**src/rtl/fpu_f16_to_int16.sv**
```systemverilog
// fp16 to signed integer converter, round-to-nearest-even.
// Multi-cycle: the significand moves one bit per cycle toward its integer position.
package fpu_f16_to_int16_pkg;
   typedef struct packed {
      logic       sign;
      logic [4:0] exp;
      logic [9:0] frac;
   } fp16_t;

   typedef struct packed {
      logic z;
      logic c;
      logic n;
      logic v;
   } condCode_t;

   typedef struct packed {
      logic invalid;
      logic div_zero;
      logic overflow;
      logic underflow;
      logic inexact;
   } opStatusFlag_t;
endpackage

module fpu_f16_to_int16
   import fpu_f16_to_int16_pkg::*;
#(
   parameter int INTW = 16
) (
   input  logic            clock,
   input  logic            reset_L,
   input  logic            inValid,
   output logic            inReady,
   input  fp16_t           fpuIn,
   output logic            outValid,
   input  logic            outReady,
   output logic [INTW-1:0] intOut,
   output condCode_t       condCodes,
   output opStatusFlag_t   opStatusFlags
);

   typedef enum logic [1:0] {IDLE, SHIFT, ROUND, DONE} state_t;

   localparam logic [INTW-1:0] MAX_POS = {1'b0, {(INTW-1){1'b1}}};
   localparam logic [INTW-1:0] MIN_NEG = {1'b1, {(INTW-1){1'b0}}};

   state_t          state_q, state_d;
   logic [INTW-1:0] mag_q, mag_d;
   logic            guard_q, guard_d;
   logic            sticky_q, sticky_d;
   logic [4:0]      cnt_q, cnt_d;
   logic            left_q, left_d;
   logic            sign_q, sign_d;
   logic [INTW-1:0] int_q, int_d;
   condCode_t       cc_q, cc_d;
   opStatusFlag_t   flags_q, flags_d;

   logic [31:0]     exp32;
   assign exp32 = {27'b0, fpuIn.exp};

   // Next-state, datapath shifting and result loading
   always_comb begin
      logic [INTW-1:0] res;
      logic [INTW-1:0] rnd;
      logic            inv;
      logic            inx;
      logic            load;
      logic            inc;
      logic [4:0]      n;
      state_d  = state_q;
      mag_d    = mag_q;
      guard_d  = guard_q;
      sticky_d = sticky_q;
      cnt_d    = cnt_q;
      left_d   = left_q;
      sign_d   = sign_q;
      int_d    = int_q;
      cc_d     = cc_q;
      flags_d  = flags_q;
      res      = '0;
      rnd      = '0;
      inv      = 1'b0;
      inx      = 1'b0;
      load     = 1'b0;
      inc      = 1'b0;
      n        = '0;
      unique case (state_q)
         IDLE: begin
            if (inValid) begin
               sign_d   = fpuIn.sign;
               guard_d  = 1'b0;
               sticky_d = 1'b0;
               if (fpuIn.exp == 5'd31) begin
                  load    = 1'b1;
                  inv     = 1'b1;
                  res     = (fpuIn.frac != '0 || !fpuIn.sign)
                          ? MAX_POS : MIN_NEG;
                  state_d = DONE;
               end else if (exp32 >= 32'(INTW + 14)) begin
                  load    = 1'b1;
                  res     = fpuIn.sign ? MIN_NEG : MAX_POS;
                  inv     = !(fpuIn.sign && fpuIn.frac == '0 &&
                              exp32 == 32'(INTW + 14));
                  state_d = DONE;
               end else if (fpuIn.exp < 5'd14) begin
                  load    = 1'b1;
                  res     = '0;
                  inx     = (fpuIn.exp != '0) || (fpuIn.frac != '0);
                  state_d = DONE;
               end else begin
                  mag_d   = INTW'({1'b1, fpuIn.frac});
                  left_d  = fpuIn.exp > 5'd25;
                  n       = left_d ? fpuIn.exp - 5'd25
                                   : 5'd25 - fpuIn.exp;
                  cnt_d   = n;
                  state_d = (n == '0) ? ROUND : SHIFT;
               end
            end
         end
         SHIFT: begin
            if (left_q) begin
               mag_d = mag_q << 1;
            end else begin
               mag_d    = mag_q >> 1;
               guard_d  = mag_q[0];
               sticky_d = sticky_q | guard_q;
            end
            cnt_d = cnt_q - 5'd1;
            if (cnt_q == 5'd1) state_d = ROUND;
         end
         ROUND: begin
            inc     = guard_q & (sticky_q | mag_q[0]);
            rnd     = mag_q + INTW'(inc);
            res     = sign_q ? (~rnd + 1'b1) : rnd;
            inx     = guard_q | sticky_q;
            load    = 1'b1;
            state_d = DONE;
         end
         DONE: begin
            if (outReady) state_d = IDLE;
         end
         default: state_d = IDLE;
      endcase
      if (load) begin
         int_d   = res;
         cc_d    = '{z: (res == '0), c: 1'b0,
                     n: res[INTW-1], v: 1'b0};
         flags_d = '{invalid: inv, inexact: inx, default: 1'b0};
      end
   end

   // State and datapath registers, cleared asynchronously
   always_ff @(posedge clock or negedge reset_L) begin
      if (!reset_L) begin
         state_q  <= IDLE;
         mag_q    <= '0;
         guard_q  <= 1'b0;
         sticky_q <= 1'b0;
         cnt_q    <= '0;
         left_q   <= 1'b0;
         sign_q   <= 1'b0;
         int_q    <= '0;
         cc_q     <= '0;
         flags_q  <= '0;
      end else begin
         state_q  <= state_d;
         mag_q    <= mag_d;
         guard_q  <= guard_d;
         sticky_q <= sticky_d;
         cnt_q    <= cnt_d;
         left_q   <= left_d;
         sign_q   <= sign_d;
         int_q    <= int_d;
         cc_q     <= cc_d;
         flags_q  <= flags_d;
      end
   end

   assign inReady       = (state_q == IDLE);
   assign outValid      = (state_q == DONE);
   assign intOut        = int_q;
   assign condCodes     = cc_q;
   assign opStatusFlags = flags_q;

endmodule

```
**config.mk**
```make
export PLATFORM = sky130hd
export DESIGN_NAME = fpu_f16_to_int16
export DESIGN_NICKNAME = d
export VERILOG_FILES = /design/src/rtl/fpu_f16_to_int16.sv
export SDC_FILE = /design/constraint.sdc
export NUM_CORES = 1
export LEC_CHECK = 0
export CORE_AREA = 4 4 115 117
export DETAILED_ROUTE_END_ITERATION = 16
export DIE_AREA = 0 0 119 121
export PLACE_DENSITY_LB_ADDON = 0.15
export SYNTH_ARGS = -nofsm -noshare
export SYNTH_HDL_FRONTEND = slang
export SYNTH_SLANG_ARGS = --single-unit
```
**constraint.sdc**
```tcl
create_clock -name clock -period 2.9 [get_ports clock]
set_clock_uncertainty 0.2 [all_clocks]
set_input_delay 0.58 -clock clock [delete_from_list [all_inputs] [get_ports clock]]
set_output_delay 0.58 -clock clock [all_outputs]
set_load 0.02 [all_outputs]
```
Word level (Yosys, flattened, before mapping)
Cells that the tools add are included.

storage, ports and cells
  register bits = 47
  input port bits = 20
  output and inout port bits = 27
  word-level logic and storage cells = 104

operators by class
  $add $sub $neg = 5
  magnitude comparators = 3
  equal/unequal tests = 13
  multiplexer cells = 46
  bitwise operators = 7
  reduce and logical (&&, ||, !) cells = 18

operator list
  operator                                                     number
  2-to-1 mux 16 bit                                            11
  case mux 16 bit (2 select lines)                             2
  2-to-1 mux 5 bit                                             5
  adder 16 x 1 -> 16 bit                                       1
  adder 16 x 1 -> 16 bit (second input constant)               1
  zero test 16 bit                                             1
  NOT 16 bit                                                   1
  2-to-1 mux 1 bit                                             15
  2-to-1 mux 2 bit                                             7
  inequality test 2 bit (second input constant)                6
  equality test 5 bit (second input constant)                  2
  zero test 10 bit                                             1
  case mux 5 bit (2 select lines)                              1
  AND reduction 5 bit                                          2
  nonzero test 10 bit                                          1
  case mux 1 bit (2 select lines)                              4
  case mux 2 bit (4 select lines)                              1
  AND reduction 3 bit                                          2
  equality test 5 x 1 -> 1 bit (second input constant)         1
  greater-or-equal comparator 5 bit (second input constant)    1
  > comparator 5 bit (second input constant)                   1
  zero test 5 bit                                              1
  less-than comparator 5 x 4 -> 1 bit (second input constant)  1
  nonzero test 5 bit                                           1
  15 further kinds                                             22

Longest topological paths before layout
Gate-level depths: netlist of run 1.

  depth in word-level cells = 9
  gate-level depth with buffers = 13
  gate-level depth less buffers = 11

Least setup slack after synthesis of run 1
OpenSTA, ideal clock, no wires.

  kind = register to register
  start point = reg guard_q
  end point = reg int_q[12] (netlist: intOut[12])
  setup time = 0.124 ns
  arrival = 2.697 ns
  data required time = 2.576 ns
  slack = -0.121 ns
  cell stages (with the launch flop) = 13
  buffers on the path = 2
  clock period less this slack = 3.021 ns
  path through = dfrtp_1 -> buf_4 -> and2_1 -> ha_1 -> clkbuf_1 -> nand3_1 -> xor2_1 -> o2111a_1 -> and2_1 -> nand3_1 -> a221oi_2 -> mux2i_1 -> a211o_1

between the ends
  cells in the longest elaborated chain, start to end = 6

RTL lines
  item                                  line  source
  start: declaration                    50    logic guard_q, guard_d;
  start signal: assignment              169   guard_q <= guard_d;
  bitwise AND 1 bit (*)                 133   inc = guard_q & (sticky_q | mag_q[0]);
  adder 16 x 1 -> 16 bit (*)            134   rnd = mag_q + INTW'(inc);
  NOT 16 bit                            135   res = sign_q ? (~rnd + 1'b1) : rnd;
  adder 16 x 1 -> 16 bit                135
  2-to-1 mux 16 bit (*)                 135
  case mux 16 bit (2 select lines) (*)  88    unique case (state_q)
  end signal: assignment                174   int_q <= int_d;
  end: declaration                      55    logic [INTW-1:0] int_q, int_d;

Mark *: on every way between the ends. The rest lies on a longest branch, timed or not.
A chain may end at the register's enable or synchronous reset.

Final worst setup path of run 1
  start point = reg mag_q[0]
  end point = reg int_q[12] (netlist: intOut[12])

between the ends
  cells in the longest elaborated chain, start to end = 7

RTL lines
  item                                  line  source
  start: declaration                    49    logic [INTW-1:0] mag_q, mag_d;
  start signal: assignment              168   mag_q <= mag_d;
  OR 1 bit                              133
  bitwise AND 1 bit                     133
  adder 16 x 1 -> 16 bit (*)            134
  NOT 16 bit                            135
  adder 16 x 1 -> 16 bit                135
  2-to-1 mux 16 bit (*)                 135
  case mux 16 bit (2 select lines) (*)  88

Marks and branches as above.

==> results.json, run 1 <==
{
  "rsz0062_at_grt": "yes",
  "htreeDepth": 2,
  "synth_largest_area_cell": "dfrtp_1",
  "die_area_sq_um": 14400,
  "row_count": 41,
  "cts_tree": "done",
  "multi_input_area_sq_um": 2490,
  "num_io_pins": 47,
  "worst-slew-pin-transition_ns": 0.561,
  "root_buffer": "clkbuf_16",
  "yosysWarnings": 0,
  "reg2reg_setup_slack_ns": 0.12,
  "slew_viol_final": 0,
  "synth_edf_count": 0,
  "core_sq_um": 12400,
  "nFillCells": 1265,
  "grt_pass1_vias": 3388,
  "overflow": 0,
  "crit_arrival_ns": 2.75,
  "relSlewSlack": 0.626,
  "first_iter_violations": 267,
  "avgRoutedWirePerCell_microns": 14.6,
  "reg2reg_depth": 12,
  "drtAntennaViolNets": 0,
  "crit_required_ns": 2.87,
  "clock-sinks": 46,
  "drive_gt1_frac": 0.306,
  "r2r_end": "intOut[12]",
  "fin_ws_ns": 0.123,
  "synth_cell_types": 64,
  "nNetsFinal": 570,
  "start_util": 0.291,
  "netlist_instances": 430,
  "critPathKind": "register to register",
  "period_needed_ns": 2.78,
  "clkSlewWorstSetupHoldPaths_ns": 0.07,
  "cp-end-kind": "register",
  "cp-start-kind": "register",
  "antenna_found_initial": 0,
  "run_status": "finished clean",
  "cp_slowest_cell": "dfrtp_1",
  "register_area_sq_um": 1150,
  "drt_pass1_iterations": 4,
  "yosys.area.top_type_share": 0.319,
  "clk_latency_ns": 0.29,
  "synth_commonest_cells": "nand2_1, dfrtp_1, a21oi_1",
  "seq_area_frac_synth": 0.319,
  "ys.flop_type": "dfrtp_1",
  "die_y_microns": 121,
  "track_usage": 0.142,
  "place_ws_ns": -0.210,
  "yosysMostFrequentCell": "nand2_1",
  "grt_pass1_wl_mm": 17.0,
  "dp_hpwl_mm": 7.78,
  "async_flop_share": 1.00,
  "power_density_nw_per_um2": 1020,
  "cellLeakagePower_nw": 2.17,
  "max_stage_delay_ns": 0.41,
  "syn2layout_area_growth_pct": 44.2,
  "cts_buffers": 5,
  "hold_viol": 0,
  "antennaDiodeCount": 0,
  "max-cap-violations": 0,
  "drc_errors": 0,
  "ir_drop_uv": 317,
  "synthesis.area_sq_um": 3600,
  "period_share": 0.957,
  "netlist_top_cells_area": "dfrtp_1, mux2i_1, nand2_1",
  "port_buffers": 41,
  "viasPerCell": 4.86,
  "grt_max_degree": 47,
  "synth-seq-cells": 46,
  "worstPathCellList": "and2_4 > ha_4 > buf_6 > xnor2_2 > and2_4 > o2111a_1 > buf_6 > a31oi_4 > o31ai_2 > a221oi_2 > mux2i_1 > a211o_1",
  "syn_avg_cell_area_sq_um": 8.38,
  "worstReg2RegStart": "mag_q[0]",
  "place_congestion": 0.796,
  "die_x_microns": 119,
  "final_core_util": 0.420,
  "wl_mm": 10.3,
  "clockBufferDepth": 2,
  "worst_hold_path_type": "input port to asynchronous set/reset pin",
  "path_max_fanout": 4,
  "setup_viol": 0,
  "clock.fmax_mhz": 360,
  "vias": 3444
}
==> logic make-up after synthesis <==
family	share of synthesized area
AO/OA/AOI/OAI	0.228
XOR/XNOR	0.0681
adder cells (fa/ha/maj)	0.0486
buffers and inverters	0.0722
flip-flops	0.319
multiplexers	0.0691
other	0.00104
AND/OR/NAND/NOR	0.194
==> worst max path at each step <==
stage	startpoint	to	cells past startpoint
after floorplan	guard_q	intOut[12]	13
after global placement	fpuIn[11]	state_q[1]	11
after detailed placement	fpuIn[11]	state_q[1]	11
after CTS	mag_q[0]	intOut[12]	11
after global routing	fpuIn[11]	state_q[1]	12
final	mag_q[0]	intOut[12]	12
==> sequential cells by signal, indices dropped and copies added, names as in the netlist <==
| name | count |
|---|---|
| cnt_q | 5 |
| condCodes | 1 |
| guard_q | 1 |
| intOut | 16 |
| left_q | 1 |
| mag_q | 16 |
| opStatusFlags | 2 |
| sign_q | 1 |
| state_q | 2 |
| sticky_q | 1 |
==> where the power goes <==
part / internal [mW] / switching, mW
registers: 0.919 / 0.248
clock network: 0.316 / 0.239
logic: 1.75 / 1.81
==> area by class of cell <==
| class | count | area share |
|---|---|---|
| Inverter | 16 | 0.0116 |
| Clock buffer | 7 | 0.0255 |
| Timing Repair Buffer | 135 | 0.221 |
| Tap cell | 172 | 0.0414 |
| Multi-Input combinational cell | 332 | 0.478 |
| Sequential cell | 46 | 0.222 |
==> metrics by stage <==
step | area [sq um] | setup TNS [ns] | power [mW] | instances | hold slack [ns]
finish | 5200 | 0 | 5.28 | 708 | 0.0685
global route | 5200 | -0.0441 | 5.71 | 708 | 0.0928
CTS | 4900 | 0 | 4.98 | 700 | 0.0783
detailed placement | 4730 | -0.712 | 4.36 | 692 | 0.279
global placement | 4730 | -0.609 | 4.33 | 692 | 0.275
floorplan | 3640 | -0.0244 | 3.11 | 434 | 0.0844
==> worst max-delay path, delay by kind of cell (launching register included) <==
family                   cells  cell delay (ns)
adder cells (fa/ha/maj)      1             0.16
AND/OR/NAND/NOR              2             0.35
AO/OA/AOI/OAI                5             0.95
multiplexers                 1             0.16
flip-flops                   1             0.41
buffers and inverters        2             0.25
XOR/XNOR                     1             0.19
==> layout by cell type (no fill, tap or decap), drive strengths merged, types with 3 or more instances in the layout <==
master         instances
buf                   95
nand2                 48
dfrtp                 46
clkdlybuf4s50         40
a21oi                 34
nor2                  33
o21ai                 25
mux2i                 20
xnor2                 20
inv                   14
ha                    14
o31ai                 12
nand3                 11
a221o                  9
nand4                  8
a31oi                  8
xor2                   8
clkbuf                 7
nor4                   6
conb                   5
and3                   5
and2                   5
and4                   5
nor3                   4
o2111ai                4
mux2                   4
a211oi                 4
o22ai                  4
or2                    3
==> layer usage <==
layer | GRT usage | routed length, microns
met1 | 0.202 | 5240
met2 | 0.229 | 4650
met3 | 0.0219 | 353
met4 | 0.0282 | 70
met5 | 0 | 0
==> timing repair <==
item / CTS / global route
setup buffers: 1 / 9
pin swaps: 2 / 30
cloned: 0 / 0
endpoints found under the setup margin: 3 / 6
gates resized for setup: 8 / 45
hold buffers: 0 / 0
No activity file was read; power rests on OpenSTA's default activity.
==> inputs of run 2 (changes only) <==
--- a/config.mk
+++ b/config.mk
@@ -8,6 +8,7 @@
 export CORE_AREA = 4 4 115 117
 export DETAILED_ROUTE_END_ITERATION = 16
 export DIE_AREA = 0 0 119 121
+export GPL_TIMING_DRIVEN = 0
 export PLACE_DENSITY_LB_ADDON = 0.15
 export SYNTH_ARGS = -nofsm -noshare
 export SYNTH_HDL_FRONTEND = slang
==> results.json, run 2 (synthesis results as in run 1) <==
{
  "die_area_sq_um": 14400,
  "track_usage": 0.147,
  "critPathKind": "register to register",
  "grt_pass1_vias": 3303,
  "place_congestion": 0.852,
  "first_iter_violations": 211,
  "hold_buffers": 0,
  "vias": 3391,
  "avgRoutedWirePerCell_microns": 15.8,
  "crit_arrival_ns": 2.86,
  "path_max_fanout": 7,
  "htreeDepth": 2,
  "r2r_end": "condCodes[3]",
  "die_x_microns": 119,
  "setup_viol": 0,
  "worst_hold_path_type": "input port to asynchronous set/reset pin",
  "row_count": 41,
  "fin_ws_ns": 0.0405,
  "grt_pass1_wl_mm": 17.2,
  "drt_pass1_iterations": 4,
  "wl_mm": 10.8,
  "antenna_found_initial": 0,
  "nNetsFinal": 542,
  "crit_required_ns": 2.90,
  "period_share": 0.986,
  "reg2reg_setup_slack_ns": 0.04,
  "overflow": 0,
  "clock.fmax_mhz": 350,
  "cellLeakagePower_nw": 1.99,
  "run_status": "finished clean",
  "slew_viol_final": 0,
  "port_buffers": 41,
  "power_density_nw_per_um2": 1030,
  "cts_tree": "done",
  "drc_errors": 0,
  "layout_commonest_cell": "nand2_1",
  "reg2reg_depth": 11,
  "num_io_pins": 47,
  "relSlewSlack": 0.554,
  "syn2layout_area_growth_pct": 40.3,
  "clkSlewWorstSetupHoldPaths_ns": 0.06,
  "viasPerCell": 4.98,
  "clockBufferDepth": 2,
  "hold_viol": 0,
  "worstReg2RegStart": "mag_q[0]",
  "max-cap-violations": 0,
  "final_cell_mix": "nand2_1, dfrtp_1, clkdlybuf4s50_1",
  "place_ws_ns": -0.899,
  "cp-end-kind": "register",
  "tns_ns": 0,
  "register_area_sq_um": 1150,
  "start_util": 0.291,
  "die_y_microns": 121,
  "period_needed_ns": 2.86,
  "root_buffer": "clkbuf_16",
  "drive_gt1_frac": 0.257,
  "multi_input_area_sq_um": 2630,
  "cts_buffers": 5,
  "grt_max_degree": 27,
  "drtAntennaViolNets": 0,
  "clock-sinks": 46,
  "worst-slew-pin-transition_ns": 0.670,
  "nFillCells": 1240,
  "antennaDiodeCount": 0,
  "cp-start-kind": "register",
  "ir_drop_uv": 271,
  "dp_hpwl_mm": 7.90,
  "clk_latency_ns": 0.29,
  "rsz0062_at_grt": "yes",
  "core_sq_um": 12400
}
==> run 2: timing repair <==
item,in CTS,in global routing
gates resized for setup,47,36
setup endpoints to repair,37,27
gates cloned,0,0
buffers inserted,17,11
pin swaps,22,25
==> run 2: power by group <==
| part | leakage, nW | switching (mW) | internal (mW) |
|---|---|---|---|
| combinational | 1.34 | 1.92 | 1.59 |
| sequential | 0.576 | 0.212 | 0.917 |
| clock | 0.0739 | 0.244 | 0.342 |
| total | 1.99 | 2.38 | 2.85 |
==> run 2: layout make-up <==
| cell class | count | area share |
|---|---|---|
| multi-input cells | 332 | 0.519 |
| flip-flops and latches | 46 | 0.228 |
| repair buffers | 70 | 0.128 |
| well taps | 172 | 0.0426 |
| plain buffers | 37 | 0.0408 |
| clock buffers | 7 | 0.0282 |
| inverters | 16 | 0.0119 |
| clock inverters | 1 | 0.000990 |
==> run 2: how the worst max path moves through the flow <==
stage | slack, ns | startpoint | end
CTS | -0.05 | guard_q | condCodes[3]
detailed placement | -0.90 | fpuIn[12] | mag_q[7]
finish | 0.04 | mag_q[0] | condCodes[3]
global route | -0.09 | fpuIn[10] | condCodes[3]
global placement | -0.89 | fpuIn[12] | mag_q[7]
floorplan | -0.02 | guard_q | intOut[12]
==> run 2: stage by stage <==
stage | cells | util | power [mW] | area, sq um | hold slack [ns]
floorplan | 434 | - | 3.11 | 3640 | 0.0844
global placement | 647 | 0.345 | 3.94 | 4270 | 0.269
global route | 681 | 0.409 | 5.65 | 5050 | 0.0936
finish | 681 | 0.409 | 5.23 | 5050 | 0.0560
detailed placement | 648 | 0.346 | 3.97 | 4280 | 0.276
CTS | 671 | 0.386 | 5.01 | 4780 | 0.0730
==> run 2: layer usage <==
| layer | share of wire | GRT usage | vias to the layer above |
|---|---|---|---|
| li1 | - | - | 1698 |
| met1 | 0.49 | 0.205 | 1611 |
| met2 | 0.46 | 0.234 | 68 |
| met3 | 0.028 | 0.0233 | 14 |
| met4 | 0.017 | 0.0427 | 0 |
| met5 | 0 | 0 | - |
==> run 2: critical path: stages (launching register included) <==
cell,delay (ns)
dfrtp_2,0.44
and2_4,0.17
ha_4,0.22
nand3_4,0.13
xor2_4,0.31
o2111a_2,0.32
buf_4,0.14
a31oi_4,0.09
xnor2_2,0.16
o31ai_2,0.24
nand4_1,0.16
o31ai_2,0.19
==> inputs of run 3 (changes only) <==
--- a/config.mk
+++ b/config.mk
@@ -13,3 +13,4 @@
 export SYNTH_ARGS = -nofsm -noshare
 export SYNTH_HDL_FRONTEND = slang
 export SYNTH_SLANG_ARGS = --single-unit
+export TNS_END_PERCENT = 50
==> results.json, run 3 (synthesis results as in run 1) <==
{
  "run_status": "finished clean",
  "r2r_end": "condCodes[3]",
  "p_switching_mw": 2.34,
  "syn2layout_area_growth_pct": 37.8,
  "clk_latency_ns": 0.29,
  "nFillCells": 1242,
  "wl_mm": 10.6,
  "clock.fmax_mhz": 348,
  "worstPathCellList": "buf_6 > and2_4 > ha_4 > and4_1 > buf_6 > mux2i_1 > a31o_2 > buf_4 > a31oi_4 > xnor2_2 > o31ai_2 > nand4_1 > o31ai_2",
  "die_area_sq_um": 14400,
  "crit_required_ns": 2.90,
  "worst-slew-pin-transition_ns": 0.667,
  "setup_viol": 0,
  "reg2reg_depth": 13,
  "cp_top_family": "compound AO/OA/AOI/OAI gates",
  "worst_hold_path_type": "input port to asynchronous set/reset pin",
  "fin_area_sq_um": 4970,
  "cp-start-kind": "register",
  "swShare": 0.455,
  "cellLeakagePower_nw": 1.96,
  "sequentialPowerShare": 0.219,
  "cts_tree": "done",
  "grt_pass1_vias": 3300,
  "drtAntennaViolNets": 0,
  "start_util": 0.291,
  "power_frac_comb": 0.667,
  "row_count": 41,
  "port_buffers": 41,
  "hold_ws_ns": 0.0584,
  "drive_gt1_frac": 0.242,
  "clockBufferDepth": 2,
  "num_io_pins": 47,
  "slew_viol_final": 0,
  "htreeDepth": 2,
  "avgRoutedWirePerCell_microns": 15.7,
  "hold_viol": 0,
  "grt_pass1_wl_mm": 17.1,
  "core_sq_um": 12400,
  "track_usage": 0.145,
  "final_core_util": 0.402,
  "clock-sinks": 46,
  "worstReg2RegStart": "guard_q",
  "final_cell_mix": "nand2_1, dfrtp_1, clkdlybuf4s50_1",
  "finalPower_mw": 5.15,
  "antenna_found_initial": 0,
  "max-cap-violations": 0,
  "p_int_mw": 2.81,
  "antennaDiodeCount": 0,
  "path_max_fanout": 7,
  "first_iter_violations": 168,
  "rsz0062_at_grt": "yes",
  "overflow": 0,
  "ir_drop_uv": 279,
  "period_share": 0.992,
  "drc_errors": 0,
  "power_density_nw_per_um2": 1040,
  "viasPerCell": 5.03,
  "crit_arrival_ns": 2.88,
  "cts_buffers": 5,
  "tns_ns": 0,
  "critPathKind": "register to register",
  "die_x_microns": 119,
  "placed_area_sq_um": 4280,
  "place_congestion": 0.852,
  "cp_slowest_cell": "dfrtp_1",
  "hold_buffers": 0,
  "root_buffer": "clkbuf_16",
  "clockPowerShare": 0.114,
  "drt_pass1_iterations": 4,
  "vias": 3407,
  "period_needed_ns": 2.88,
  "clkSlewWorstSetupHoldPaths_ns": 0.07,
  "cp-end-kind": "register",
  "reg2reg_setup_slack_ns": 0.02,
  "layout_commonest_cell": "nand2_1",
  "max_stage_delay_ns": 0.37,
  "relSlewSlack": 0.555,
  "worst-path-buf-inv": 3,
  "grt_max_degree": 27,
  "nNetsFinal": 538,
  "die_y_microns": 121,
  "dp_hpwl_mm": 7.90
}
run 3: cell count changes in the layout (fill, tap and decap cells not counted), sizes merged:
cell / delta
clkbuf: +1
buf: -5
run 3: stage by stage:
stage	std cells	setup WS (ns)
floorplan	434	-0.0244
global placement	647	-0.888
detailed placement	648	-0.899
CTS	669	-0.0784
global route	677	-0.0906
finish	677	0.0234
run 3: final cells by class:
type / count / area [sq um] / area share
inverters: 16 / 60.1 / 0.0121
well taps: 172 / 215 / 0.0433
clock inverters: 1 / 5.00 / 0.00101
plain buffers: 38 / 218 / 0.0438
flip-flops and latches: 46 / 1150 / 0.232
repair buffers: 65 / 607 / 0.122
clock buffers: 7 / 143 / 0.0287
multi-input cells: 332 / 2570 / 0.517
run 3: timing repair:
| action | CTS | global route |
|---|---|---|
| gates cloned | 0 | 0 |
| pin swaps | 18 | 20 |
| setup endpoints to repair | 37 | 27 |
| resized for setup | 37 | 39 |
| setup buffers | 14 | 9 |
run 3: worst register-to-register path, cell delays in order, from the launching register on:
cell and delay [ns]:
dfrtp_1 0.37, buf_6 0.13, and2_4 0.16, ha_4 0.19, and4_1 0.19, buf_6 0.13, mux2i_1 0.11, a31o_2 0.27
buf_4 0.17, a31oi_4 0.15, xnor2_2 0.11, o31ai_2 0.24, nand4_1 0.17, o31ai_2 0.19
run 3: how the worst max path moves through the flow:
stage	startpoint	to	slack, ns	cells after the start
after CTS	fpuIn[1]	condCodes[3]	-0.08	9
after global routing	mag_q[4]	intOut[13]	-0.09	9
after floorplan	guard_q	intOut[12]	-0.02	13
after global placement	fpuIn[12]	mag_q[7]	-0.89	9
after detailed placement	fpuIn[12]	mag_q[7]	-0.90	9
final	guard_q	condCodes[3]	0.02	13
run 3: routing by layer:
layer  share of wire  vias up  GRT usage
li1                -     1698          -
met1            0.49     1643      0.203
met2            0.47       58      0.231
met3           0.031        8     0.0233
met4           0.010        0     0.0398
met5               0        -          0
run 3: power groups by stage:
stage               clock (mW)  sequential (mW)  combinational (mW)
global route             0.634             1.17                3.76
floorplan                    0             1.21                1.90
finish                   0.587             1.13                3.44
global placement             0             1.11                2.83
CTS                      0.615             1.12                3.19
detailed placement           0             1.12                2.86
